<file path="src/rtl/trigger_capture.sv">
// Sticky event capture for fabric triggers: accumulates per-channel events and
// overruns between host reads, then snapshots and clears them atomically on snap.
module trigger_capture #(
  parameter int N    = 16,
  parameter int EDGE = 0,
  parameter int CW   = 8
) (
  input  logic          clk1,
  input  logic          reset1,
  input  logic [N-1:0]  trig_in,
  input  logic [N-1:0]  mask,
  input  logic          snap,
  output logic [N-1:0]  snap_data,
  output logic [N-1:0]  snap_ovf,
  output logic [CW-1:0] snap_count,
  output logic          snap_valid,
  output logic          pending
);

  typedef enum logic {ACCUM, SNAP} state_t;

  localparam logic [CW-1:0] CNT_ONE = CW'(1);
  localparam logic [CW-1:0] CNT_MAX = {CW{1'b1}};

  state_t        state;
  logic [N-1:0]  trig_d;
  logic [N-1:0]  sticky;
  logic [N-1:0]  ovf_live;
  logic [CW-1:0] cnt_live;
  logic [N-1:0]  raw;
  logic [N-1:0]  ev;
  logic          any_ev;

  // Level mode counts every high cycle; edge mode only counts 0->1 transitions.
  assign raw    = (EDGE != 0) ? (trig_in & ~trig_d) : trig_in;
  assign ev     = mask & raw;
  assign any_ev = |ev;

  // Window FSM plus the live accumulators and snapshot registers. A snap
  // latches the pre-edge window and seeds the new window with this cycle's
  // events, so a coincident event is counted exactly once.
  always_ff @(posedge clk1) begin
    if (reset1) begin
      state      <= ACCUM;
      trig_d     <= trig_in;
      sticky     <= '0;
      ovf_live   <= '0;
      cnt_live   <= '0;
      snap_data  <= '0;
      snap_ovf   <= '0;
      snap_count <= '0;
    end else begin
      trig_d <= trig_in;
      if (snap) begin
        state      <= SNAP;
        snap_data  <= sticky;
        snap_ovf   <= ovf_live;
        snap_count <= cnt_live;
        sticky     <= ev;
        ovf_live   <= '0;
        cnt_live   <= any_ev ? CNT_ONE : '0;
      end else begin
        state    <= ACCUM;
        sticky   <= sticky | ev;
        ovf_live <= ovf_live | (ev & sticky);
        if (any_ev && (cnt_live != CNT_MAX)) begin
          cnt_live <= cnt_live + CNT_ONE;
        end
      end
    end
  end

  assign snap_valid = (state == SNAP);
  assign pending    = |sticky;

endmodule

</file>
<file path="config.mk">
export PLATFORM = sky130hd
export DESIGN_NAME = trigger_capture
export DESIGN_NICKNAME = d
export VERILOG_FILES = /design/src/rtl/trigger_capture.sv
export SDC_FILE = /design/constraint.sdc
export NUM_CORES = 1
export LEC_CHECK = 0
export ABC_CLOCK_PERIOD_IN_PS = 1900
export CAP_MARGIN = 20
export CORE_MARGIN = 10
export CORE_UTILIZATION = 32
export CTS_CLUSTER_DIAMETER = 200
export DETAILED_ROUTE_END_ITERATION = 6
export PLACE_DENSITY = 0.65
export SYNTH_ARGS = -nofsm -noshare
export SYNTH_HDL_FRONTEND = slang
export SYNTH_SLANG_ARGS = --single-unit
</file>
<file path="constraint.sdc">
create_clock -name clk1 -period 1.9 [get_ports clk1]
set_clock_uncertainty 0.15 [all_clocks]
set_input_delay 0.38 -clock clk1 [delete_from_list [all_inputs] [get_ports clk1]]
set_output_delay 0.38 -clock clk1 [all_outputs]
set_load 0.02 [all_outputs]
</file>
==> metrics.md <==
| Metric | Value |
|---|---|
| Max Fclk | `0.528 GHz` |
| Final Max Tran Viols | `0` |
| Number of global-route vias before repair | `2615` |
| IO Count | `77` |
| RSZ-0062 raised after global routing | `yes` |
| Worst setup margin | `0.00620 ns` |
| Leakage power | `1.97 nW` |
| DIE AREA | `around 14000 µm²` |
| Actual slew at the worst max-slew pin | `0.388 ns` |
| Arr. time, crit path | `1.36 ns` |
| Cell count of the worst reg-to-reg path | `6` |
| GR Layer Usage met2 | `18.8%` |
| Synthesized flop and latch total | `81` |
| H-Tree Depth | `3` |
| Hold Path End | `ovf_live[4]` |
| Die Ht | `116 µm` |
| TritonCTS buffer count | `9` |
| Filler cells | `887` |
| Post-route cell area | `~4400 µm²` |
| Routed Antenna Nets | `0` |
| Global-route wire length before repair | `approximately 13 mm` |
| Overflow after GRT | `0` |
| Fin util | `48.0%` |
| DRC | `0` |
| Hold Slack | `between 0.15 and 0.2 ns` |
| Gate power share | `between 10% and 20%` |
| Post-Synthesis Net Count | `345` |
| Min Clock Period, post-route | `approximately 1.9 ns` |
| Seq pwr share | `between 50% and 60%` |
| Sw frac | `24.2%` |
| Clock power share | `35.8%` |
| Site Rows | `35` |
| Worst hold path type | `input port to flop` |
| Main synth FF type | `dfxtp_1` |
| Final Power | `3.34 mW` |
| Reg-to-Reg End | `cnt_live[7]` |
| Syn. warnings | `0` |
| Internal power | `2.53 mW` |
| Global-route met1 utilization | `14.1%` |
| Synth top area share | `54.7%` |
| Status | `completed` |
| Post-synthesis cell count | `309` |
| CP Data Required Time | `1.37 ns` |
| Fin. Hold Viols | `0` |
| Clk pin slew, worst setup/hold paths | `0.08 ns` |
| CTS tree | `done` |
| Bufs on Longest Clock Path | `2` |
| Max_cap viols | `0` |
| Gp weighted congestion | `between 0.7 and 0.8` |
| Initial antenna violation count | `0` |
| Top cells by area, synth | `dfxtp_1 (55%), mux2i_1 (14%), nor2_1 (7.5%), a21oi_1 (3.5%), a31oi_1 (3.4%)` |
| Num Clock Sinks | `81` |
| CP startpoint kind | `flop` |
| Port Buffers | `between 70 and 80` |
| Cell with the most instances after synthesis | `dfxtp_1` |
| Crit. End Element | `primary output` |
| Starting Density | `between 30% and 40%` |
| # nets final | `452` |
| Initial DRC count | `a little under 70` |
| Mapped Area | `2970 µm²` |
| DIE WIDTH | `roughly 120 µm` |
| Diodes inserted | `0` |
| Mean Syn Cell Area | `9.60 µm²` |
| TritonRoute pass-1 iters | `4` |
| HP Start | `mask[4]` |
| Area leader, netlist | `dfxtp_1` |
| Final setup fails | `0` |
| Sequential share of the synthesized area | `54.7%` |
| Cell Area, Placed | `4070 µm²` |
| Ys async rst share | `0%` |
| Clk root buf | `clkbuf_8` |
| Gr usage total | `11.8%` |
| Core area | `around 9000 µm²` |
| Hold path cells | `3` |
| Critical path peak fanout | `2` |
| Synthesis-to-finish area growth | `48.3%` |
| Number of synthesized flops with an enable pin | `0` |
| Pin count of the biggest net entering global routing | `37` |
| Pre-CTS WS | `-0.374 ns` |
| Distinct cells, synth | `31` |
| M3 GR Usage | `4.88%` |
| Post-Route WL | `8.00 mm` |
| Rel. slew slack | `between 70% and 80%` |
| Tcrit/Tclk final | `99.7%` |
| Top cells by count, synth | `dfxtp_1 (81), nor2_1 (59), mux2i_1 (41), a21oi_1 (21), nand2_1 (19)` |
| Vias | `2591` |
| PD cells | `759 nW/µm²` |
| DP Wirelength | `5.94 mm` |
| Setup Crit Path Kind | `flop to primary output` |
| NetSw | `0.809 mW` |
| Vias per cell | `roughly 4.9` |
| R2R Setup Slk | `0.03 ns` |
| Clock Latency Late Sink | `between 0.3 and 0.4 ns` |
| Wirelength per Cell | `around 15 µm` |
| Worst r2r src | `cnt_live[0]` |
| Fraction of layout cells with a size suffix above 1 | `approximately 19%` |
| Busiest grt layer | `met2` |
| Peak supply drop | `roughly 0.45 mV` |
## cell type report
type | instances | area, µm² | area share [%]
Multi-Input combinational cell | 210 | 1360 | 30.9
Clock inverter | 6 | 60.1 | 1.37
Timing Repair Buffer | 114 | 1090 | 24.8
Tap cell | 111 | 139 | 3.16
Sequential cell | 81 | 1620 | 36.9
Clock buffer | 9 | 124 | 2.82
## state kept, by name, indices dropped and copies added, names as in the netlist
register and cells:
snap_data 16, snap_count 8, sticky 16, snap_valid 1, ovf_live 16, cnt_live 8, snap_ovf 16
## power groups by stage
stage          sequential [mW]  combinational, mW  clock (mW)
2_1_floorplan             1.82              0.140           0
6_report                  1.76              0.378        1.19
4_1_cts                   1.76              0.378        1.23
5_1_grt                   1.77              0.412        1.30
3_3_place_gp              1.80              0.371           0
3_5_place_dp              1.80              0.375           0
## worst max-delay path, cell delays in order (launching register included)
cell	delay (ns)
dfxtp_2	0.33
nor4_2	0.27
buf_4	0.16
nand4_1	0.11
buf_6	0.16
## per-layer routing
metal  up-vias  part of all wire, %
met5         -                    0
met4         0                 0.93
met1      1217                   44
li1       1287                    -
met3         9                  7.7
met2        78                   47
## cells by family after synthesis
group	Yosys count	synth area share (%)
AND/OR/NAND/NOR	123	19.9
flip-flops	81	54.7
AO/OA/AOI/OAI	45	8.57
multiplexers	41	13.8
buffers and inverters	18	2.57
adder cells (fa/ha/maj)	1	0.422
## timing repair
item	4_1_cts	5_1_grt
resized for setup	10	38
buffers inserted	0	1
pin swaps	3	2
hold buffers	0	0
setup endpoints to repair	2	15
## cell usage in the layout (no fill, tap or decap), types with 3 or more instances in the layout
cell type        synthesis  routed
clkbuf_8                 0       9
nand2_2                  0       7
buf_4                    0      38
clkinv_2                 0       3
nand4_1                  5       5
mux2i_1                 41      41
a31oi_1                 16      16
nor4_2                   0       3
nand2b_1                16      16
nand2_1                 19      12
dlymetal6s2s_1           0      21
o21ai_1                  3       3
a21oi_2                  0       3
clkdlybuf4s50_1          0      52
or3_1                    3       3
nor2_1                  59      58
dfxtp_1                 81      79
nand3_1                  4       4
a21oi_1                 21      18
## worst max-delay path by stage
stage | start | end | slack, ns
global placement | mask[15] | cnt_live[2] | -0.34
global route | sticky[5] | pending | -0.07
detailed placement | trig_in[2] | cnt_live[3] | -0.37
floorplan | cnt_live[0] | cnt_live[7] | 0.002
finish | sticky[5] | pending | 0.006
CTS | sticky[5] | pending | -0.02
## stage by stage
stage	cells	setup TNS (ns)
finish	531	0
global route	531	-0.151
CTS	530	-0.0152
detailed placement	516	-2.58
global placement	516	-2.41
floorplan	309	0
Note: power is estimated with default switching activity, not from simulation.
